===== config.mk =====
export PLATFORM = sky130hd
export DESIGN_NAME = proc_control_unit_flat
export DESIGN_NICKNAME = d
export VERILOG_FILES = /design/src/rtl/proc_cu_pkg.sv /design/src/rtl/proc_control_unit_if.sv /design/src/rtl/proc_cu_outdec.sv /design/src/rtl/proc_control_unit.sv /design/src/flat_wrapper.sv
export SDC_FILE = /design/constraint.sdc
export NUM_CORES = 1
export LEC_CHECK = 0
export CORE_AREA = 10 10 56 58
export CTS_CLUSTER_DIAMETER = 120
export DETAILED_ROUTE_END_ITERATION = 10
export DIE_AREA = 0 0 66 68
export GPL_TIMING_DRIVEN = 0
export PLACE_DENSITY_LB_ADDON = 0.3
export SLEW_MARGIN = 20
export SYNTH_ARGS = -nofsm -noshare
export SYNTH_HDL_FRONTEND = slang
export SYNTH_HIERARCHICAL = 1
export SYNTH_SLANG_ARGS = --single-unit

===== constraint.sdc =====
create_clock -name Clk -period 2.1 [get_ports Clk]
set_clock_uncertainty 0.05 [all_clocks]
set_input_delay 0.63 -clock Clk [delete_from_list [all_inputs] [get_ports Clk]]
set_output_delay 0.63 -clock Clk [all_outputs]
set_load 0.005 [all_outputs]

===== src/rtl/proc_cu_pkg.sv =====
// Shared types and encodings for the 16-bit processor control unit.
package proc_cu_pkg;

    typedef enum logic [3:0] {
        S_INIT   = 4'd0,
        S_FETCH  = 4'd1,
        S_DECODE = 4'd2,
        S_NOOP   = 4'd3,
        S_LOAD_A = 4'd4,
        S_LOAD_B = 4'd5,
        S_STORE  = 4'd6,
        S_ADD    = 4'd7,
        S_SUB    = 4'd8,
        S_HALT   = 4'd9
    } state_t;

    localparam logic [3:0] OP_NOOP  = 4'b0000;
    localparam logic [3:0] OP_STORE = 4'b0001;
    localparam logic [3:0] OP_LOAD  = 4'b0010;
    localparam logic [3:0] OP_ADD   = 4'b0011;
    localparam logic [3:0] OP_SUB   = 4'b0100;
    localparam logic [3:0] OP_HALT  = 4'b0101;

    localparam logic [2:0] ALU_PASS_A = 3'b000;
    localparam logic [2:0] ALU_ADD    = 3'b001;
    localparam logic [2:0] ALU_SUB    = 3'b010;

    typedef struct packed {
        logic       pc_clr;
        logic       pc_up;
        logic       ir_ld;
        logic [7:0] d_addr;
        logic       d_wr;
        logic       rf_s;
        logic [3:0] rf_w_addr;
        logic       rf_w_en;
        logic [3:0] rf_ra_addr;
        logic [3:0] rf_rb_addr;
        logic [2:0] alu_s0;
        logic       halted;
    } ctrl_t;

    function automatic logic is_legal_op(input logic [3:0] op);
        return (op <= OP_HALT);
    endfunction

endpackage


===== src/rtl/proc_control_unit_if.sv =====
// Control bus between the control unit (master) and the IR/datapath side (slave).
interface proc_control_unit_if;
    logic [15:0] IR;
    logic        PC_clr;
    logic        PC_up;
    logic        IR_ld;
    logic [7:0]  D_addr;
    logic        D_wr;
    logic        RF_s;
    logic [3:0]  RF_W_addr;
    logic        RF_W_en;
    logic [3:0]  RF_Ra_addr;
    logic [3:0]  RF_Rb_addr;
    logic [2:0]  ALU_s0;
    logic        Halted;
    logic [3:0]  State;

    modport master (
        input  IR,
        output PC_clr, PC_up, IR_ld, D_addr, D_wr, RF_s, RF_W_addr, RF_W_en,
               RF_Ra_addr, RF_Rb_addr, ALU_s0, Halted, State
    );

    modport slave (
        output IR,
        input  PC_clr, PC_up, IR_ld, D_addr, D_wr, RF_s, RF_W_addr, RF_W_en,
               RF_Ra_addr, RF_Rb_addr, ALU_s0, Halted, State
    );
endinterface


===== src/rtl/proc_cu_outdec.sv =====
// Moore output decoder: control word as a pure function of state and IR fields.
module proc_cu_outdec
    import proc_cu_pkg::*;
(
    input  state_t      state_i,
    input  logic [15:0] ir_i,
    output ctrl_t       ctrl_o
);

    always_comb begin
        ctrl_o = '0;
        unique case (state_i)
            S_INIT: ctrl_o.pc_clr = 1'b1;
            S_FETCH: begin
                ctrl_o.ir_ld = 1'b1;
                ctrl_o.pc_up = 1'b1;
            end
            // LOAD_A holds the read address through the RAM latency; LOAD_B commits.
            S_LOAD_A, S_LOAD_B: begin
                ctrl_o.d_addr    = ir_i[11:4];
                ctrl_o.rf_s      = 1'b1;
                ctrl_o.rf_w_addr = ir_i[3:0];
                ctrl_o.rf_w_en   = (state_i == S_LOAD_B);
            end
            S_STORE: begin
                ctrl_o.d_addr     = ir_i[11:4];
                ctrl_o.rf_ra_addr = ir_i[3:0];
                ctrl_o.alu_s0     = ALU_PASS_A;
                ctrl_o.d_wr       = 1'b1;
            end
            S_ADD, S_SUB: begin
                ctrl_o.rf_ra_addr = ir_i[11:8];
                ctrl_o.rf_rb_addr = ir_i[7:4];
                ctrl_o.rf_w_addr  = ir_i[3:0];
                ctrl_o.rf_w_en    = 1'b1;
                ctrl_o.alu_s0     = (state_i == S_ADD) ? ALU_ADD : ALU_SUB;
            end
            S_HALT: ctrl_o.halted = 1'b1;
            default: ctrl_o = '0;
        endcase
    end

endmodule


===== src/rtl/proc_control_unit.sv =====
// Fetch/decode/execute sequencer for the 16-bit datapath.
// Define CU_ILLEGAL_OP_HALT_EN to halt on illegal opcodes; otherwise they run as NOOP.
//
// state    | meaning
// ---------+------------------------------------------------
// INIT     | PC cleared; held here during Reset
// FETCH    | IR loads, PC increments
// DECODE   | new IR visible, dispatch on opcode
// NOOP     | no operation (also illegal ops when not halting)
// LOAD_A   | RAM read address presented, waiting on read latency
// LOAD_B   | RAM read data written to register file
// STORE    | register written to RAM
// ADD/SUB  | ALU result written to register file
// HALT     | stopped until Reset
module proc_control_unit
    import proc_cu_pkg::*;
(
    input  logic                   Clk,
    input  logic                   Reset,
    proc_control_unit_if.master    bus
);

    state_t state_q;
    state_t state_d;
    ctrl_t  ctrl;

    always_ff @(posedge Clk or posedge Reset) begin
        if (Reset) state_q <= S_INIT;
        else       state_q <= state_d;
    end

    always_comb begin
        state_d = state_q;
        unique case (state_q)
            S_INIT:   state_d = S_FETCH;
            S_FETCH:  state_d = S_DECODE;
            S_DECODE: begin
                unique case (bus.IR[15:12])
                    OP_NOOP:  state_d = S_NOOP;
                    OP_STORE: state_d = S_STORE;
                    OP_LOAD:  state_d = S_LOAD_A;
                    OP_ADD:   state_d = S_ADD;
                    OP_SUB:   state_d = S_SUB;
                    OP_HALT:  state_d = S_HALT;
`ifdef CU_ILLEGAL_OP_HALT_EN
                    default:  state_d = S_HALT;
`else
                    default:  state_d = S_NOOP;
`endif
                endcase
            end
            S_LOAD_A: state_d = S_LOAD_B;
            S_NOOP, S_STORE, S_ADD, S_SUB, S_LOAD_B: state_d = S_FETCH;
            S_HALT:   state_d = S_HALT;
            default:  state_d = S_INIT;
        endcase
    end

    proc_cu_outdec u_outdec (
        .state_i (state_q),
        .ir_i    (bus.IR),
        .ctrl_o  (ctrl)
    );

    assign bus.PC_clr     = ctrl.pc_clr;
    assign bus.PC_up      = ctrl.pc_up;
    assign bus.IR_ld      = ctrl.ir_ld;
    assign bus.D_addr     = ctrl.d_addr;
    assign bus.D_wr       = ctrl.d_wr;
    assign bus.RF_s       = ctrl.rf_s;
    assign bus.RF_W_addr  = ctrl.rf_w_addr;
    assign bus.RF_W_en    = ctrl.rf_w_en;
    assign bus.RF_Ra_addr = ctrl.rf_ra_addr;
    assign bus.RF_Rb_addr = ctrl.rf_rb_addr;
    assign bus.ALU_s0     = ctrl.alu_s0;
    assign bus.Halted     = ctrl.halted;
    assign bus.State      = state_q;

endmodule


===== src/flat_wrapper.sv =====
// flat-port wrapper written by rule: the top's interface ports become plain ports
module proc_control_unit_flat import proc_cu_pkg::*;
  (Clk, Reset, bus_IR, bus_PC_clr, bus_PC_up, bus_IR_ld, bus_D_addr, bus_D_wr, bus_RF_s, bus_RF_W_addr, bus_RF_W_en, bus_RF_Ra_addr, bus_RF_Rb_addr, bus_ALU_s0, bus_Halted, bus_State);
  proc_control_unit_if bus_i ();
  input  logic Clk;
  input  logic Reset;
  input wire logic [$bits(bus_i.IR)-1:0] bus_IR;
  output wire logic [$bits(bus_i.PC_clr)-1:0] bus_PC_clr;
  output wire logic [$bits(bus_i.PC_up)-1:0] bus_PC_up;
  output wire logic [$bits(bus_i.IR_ld)-1:0] bus_IR_ld;
  output wire logic [$bits(bus_i.D_addr)-1:0] bus_D_addr;
  output wire logic [$bits(bus_i.D_wr)-1:0] bus_D_wr;
  output wire logic [$bits(bus_i.RF_s)-1:0] bus_RF_s;
  output wire logic [$bits(bus_i.RF_W_addr)-1:0] bus_RF_W_addr;
  output wire logic [$bits(bus_i.RF_W_en)-1:0] bus_RF_W_en;
  output wire logic [$bits(bus_i.RF_Ra_addr)-1:0] bus_RF_Ra_addr;
  output wire logic [$bits(bus_i.RF_Rb_addr)-1:0] bus_RF_Rb_addr;
  output wire logic [$bits(bus_i.ALU_s0)-1:0] bus_ALU_s0;
  output wire logic [$bits(bus_i.Halted)-1:0] bus_Halted;
  output wire logic [$bits(bus_i.State)-1:0] bus_State;
  assign bus_i.IR = bus_IR;
  assign bus_PC_clr = bus_i.PC_clr;
  assign bus_PC_up = bus_i.PC_up;
  assign bus_IR_ld = bus_i.IR_ld;
  assign bus_D_addr = bus_i.D_addr;
  assign bus_D_wr = bus_i.D_wr;
  assign bus_RF_s = bus_i.RF_s;
  assign bus_RF_W_addr = bus_i.RF_W_addr;
  assign bus_RF_W_en = bus_i.RF_W_en;
  assign bus_RF_Ra_addr = bus_i.RF_Ra_addr;
  assign bus_RF_Rb_addr = bus_i.RF_Rb_addr;
  assign bus_ALU_s0 = bus_i.ALU_s0;
  assign bus_Halted = bus_i.Halted;
  assign bus_State = bus_i.State;
  proc_control_unit u_core (.Clk(Clk), .Reset(Reset), .bus(bus_i));
endmodule

==> impl_metrics.env <==
export IMPL_max_freq_mhz=429
export IMPL_cts_htree_levels=1
export IMPL_swShare=0.397
export IMPL_numCtsBuffers=3
export IMPL_cts_root_buf="clkbuf_4"
export IMPL_drt_wl_total_um=2810
export IMPL_vdd_drop_max_uv=561
export IMPL_grt_usage=0.112
export IMPL_synth_edff_count=0
export IMPL_drv_cap=0
export IMPL_fin_crit_ns=2.33
export IMPL_synth_most_common_cell="nor3b_1"
export IMPL_cts_hold_buf=0
export IMPL_syn_num_nets=94
export IMPL_synth_area_leaders="dfrtp_1, nor3b_1, mux2i_1"
export IMPL_postSynthAreaPerCell_um2=7.92
export IMPL_endpoint_kind="output port"
export IMPL_cts_tree="yes"
export IMPL_area_growth_pct=133
export IMPL_post_drt_wl_per_cell_um=15.7
export IMPL_dr_pass1_iters=4
export IMPL_path_cells="or4b_4, inv_4, buf_6, o2bb2ai_2, buf_2"
export IMPL_clkSinkCount=4
export IMPL_synthTopCellsByCount="nor3b_1, inv_1, a211oi_1"
export IMPL_drive_gt1_frac=0.536
export IMPL_crit_family="simple AND/OR/NAND/NOR gates"
export IMPL_yosysTopAreaCell="dfrtp_1"
export IMPL_synth_seq_area_share=0.166
export IMPL_grt_overflow=0
export IMPL_drc=0
export IMPL_worst_hold_path_type="in -> async"
export IMPL_cp_startpoint="u_core/bus.State[0]"
export IMPL_rows=17
export IMPL_violations="setup timing"
export IMPL_place_hpwl_um=1910
export IMPL_async_flop_share=1.00
export IMPL_crit_buf_inv=3
export IMPL_final_hold_violation_count=0
export IMPL_powerDensity_nw_per_um2=717
export IMPL_grt_pass1_wl_um=4090
export IMPL_drt_initial_drc_count=42
export IMPL_clkTransAtPathRegs_ns=0.04
export IMPL_setup_viol=14
export IMPL_synthFlopType="dfrtp_1"
export IMPL_critPathMaxStageDelay_ns=0.60
export IMPL_switchingPower_mw=0.400
export IMPL_nets=171
export IMPL_grt_setup_unrepaired="yes"
export IMPL_ios=52
export IMPL_via_per_inst=5.02
export IMPL_start_util=0.286
export IMPL_synth_distinct_cells=33
export IMPL_coreArea_um2=2110
export IMPL_reg2reg_depth=5
export IMPL_p_comb_frac=0.773
export IMPL_n_antenna_cell=0
export IMPL_stdcell_count=179
export IMPL_slowest_stage="or4b_4"
export IMPL_die_width_um=66
export IMPL_io_buffers=50
export IMPL_status="finished, violations left"
export IMPL_placed_cells=154
export IMPL_netlist_instances=76
export IMPL_p_seq_frac=0.136
export IMPL_synth_top_cell_area_share=0.166
export IMPL_clkPwrFrac=0.091
export IMPL_path_class="reg -> out"
export IMPL_worst_path_stages=5
export IMPL_grt_max_degree=11
export IMPL_holdWs_ns=0.535
export IMPL_leakage_nw=0.737
export IMPL_die_y_um=68
export IMPL_fin_util=0.667
export IMPL_largest_register_ffs=4
export IMPL_die_area_um2=4490
export IMPL_fin_ws_ns=-0.233
export IMPL_worstPathMaxFanout=4
export IMPL_r2r_start="u_core/bus.State[2]"
export IMPL_cts_buffer_depth=2
export IMPL_crit_path_start_kind="flip-flop"
export IMPL_internal_power_mw=0.608
export IMPL_drv_slew=0
export IMPL_antenna_left=0
export IMPL_grt_pass1_vias=880
export IMPL_ys_ff_latch=4
export IMPL_vias=898
export IMPL_antenna_found_initial=0
export IMPL_syn_cell_area_um2=602
export IMPL_critPathArrivalTime_ns=1.65
export IMPL_timing_final_crit_share=1.11
export IMPL_gp_congestion=0.730
export IMPL_cp_required_ns=1.42
export IMPL_clk_latency_ns=0.23
export IMPL_yosys_warnings=6
power groups by stage:
stage               registers, mW  clock network (mW)  logic, mW
floorplan                   0.148                   0      0.277
global placement            0.161                   0      0.528
detailed placement          0.163                   0      0.536
CTS                         0.138              0.0980      0.710
global route                0.143               0.101      0.841
finish                      0.137              0.0919      0.779
metal layers:
layer,vias up,track usage,share of wire
met5,-,0,0
met4,0,0.0288,0.0068
met3,2,0.0538,0.11
met2,45,0.187,0.45
met1,414,0.125,0.44
li1,437,-,-
logic make-up (layout without fill, tap and decap cells):
| kind of cell | count (synthesis) | in the layout | share of synthesized area |
|---|---|---|---|
| AND/OR/NAND/NOR | 31 | 31 | 0.385 |
| flip-flops | 4 | 4 | 0.166 |
| multiplexers | 4 | 4 | 0.0665 |
| buffers and inverters | 14 | 89 | 0.114 |
| AO/OA/AOI/OAI | 21 | 21 | 0.247 |
| other | 1 | 1 | 0.00623 |
| XOR/XNOR | 1 | 1 | 0.0146 |
placed cells by master, fill, tap and decap left out, types with 2 or more instances in the layout:
| cell type | synthesis | final |
|---|---|---|
| nand2b_1 | 3 | 2 |
| clkdlybuf4s50_1 | 0 | 11 |
| buf_4 | 2 | 19 |
| o21ai_1 | 2 | 2 |
| buf_2 | 1 | 22 |
| nor3_1 | 2 | 2 |
| nand3b_1 | 2 | 2 |
| o2bb2ai_1 | 4 | 2 |
| clkdlybuf4s15_1 | 0 | 3 |
| a211oi_2 | 0 | 4 |
| o21ai_0 | 3 | 2 |
| nor3b_2 | 0 | 7 |
| buf_6 | 1 | 6 |
| buf_12 | 0 | 2 |
| a21boi_1 | 0 | 4 |
| inv_1 | 7 | 7 |
| or4b_1 | 3 | 3 |
| mux2i_1 | 4 | 4 |
| clkbuf_2 | 0 | 2 |
| clkbuf_4 | 0 | 3 |
| dlygate4sd2_1 | 0 | 7 |
| dlymetal6s2s_1 | 0 | 5 |
| o2bb2ai_2 | 0 | 2 |
| dfrtp_2 | 0 | 4 |
worst paths after layout:
kind | endpoint | slack, ns
max | bus_RF_Ra_addr[2] | -0.23
min | u_core/bus.State[0] | 0.54
max reg2reg | u_core/bus.State[0] | 0.43
min reg2reg | u_core/bus.State[2] | 0.57
max in group asynchronous | u_core/bus.State[1] | 1.30
min in group Clk | u_core/bus.State[2] | 0.57
worst register-to-register path, stage by stage (launching register included):
cell     delay (ns)
dfrtp_2        0.42
buf_12         0.13
buf_4          0.13
buf_4          0.15
or4b_1         0.52
and3_1         0.16
what timing repair did:
| action | in CTS | in global routing |
|---|---|---|
| pin swaps | 7 | 10 |
| cloned | 0 | 1 |
| gates resized for setup | 139 | 19 |
| endpoints found under the setup margin | 30 | 27 |
| setup buffers | 18 | 6 |
stage by stage:
stage	power (mW)	setup slack, ns	setup TNS [ns]	instance area [µm²]
CTS	0.946	-0.253	-2.52	1310
finish	1.01	-0.233	-2.26	1410
global placement	0.689	-0.547	-12.14	1140
detailed placement	0.699	-0.577	-12.72	1140
floorplan	0.425	0.0451	0	602
global route	1.08	-0.275	-3.08	1410
cell type report:
| type | instances | area (µm²) |
|---|---|---|
| plain buffers | 3 | 38.8 |
| clock buffers | 3 | 22.5 |
| fillers | 173 | 701 |
| inverters | 8 | 32.5 |
| multi-input cells | 58 | 551 |
| flip-flops and latches | 4 | 105 |
| well taps | 28 | 35.0 |
| repair buffers | 75 | 621 |
(Power assumes the default switching activity.)
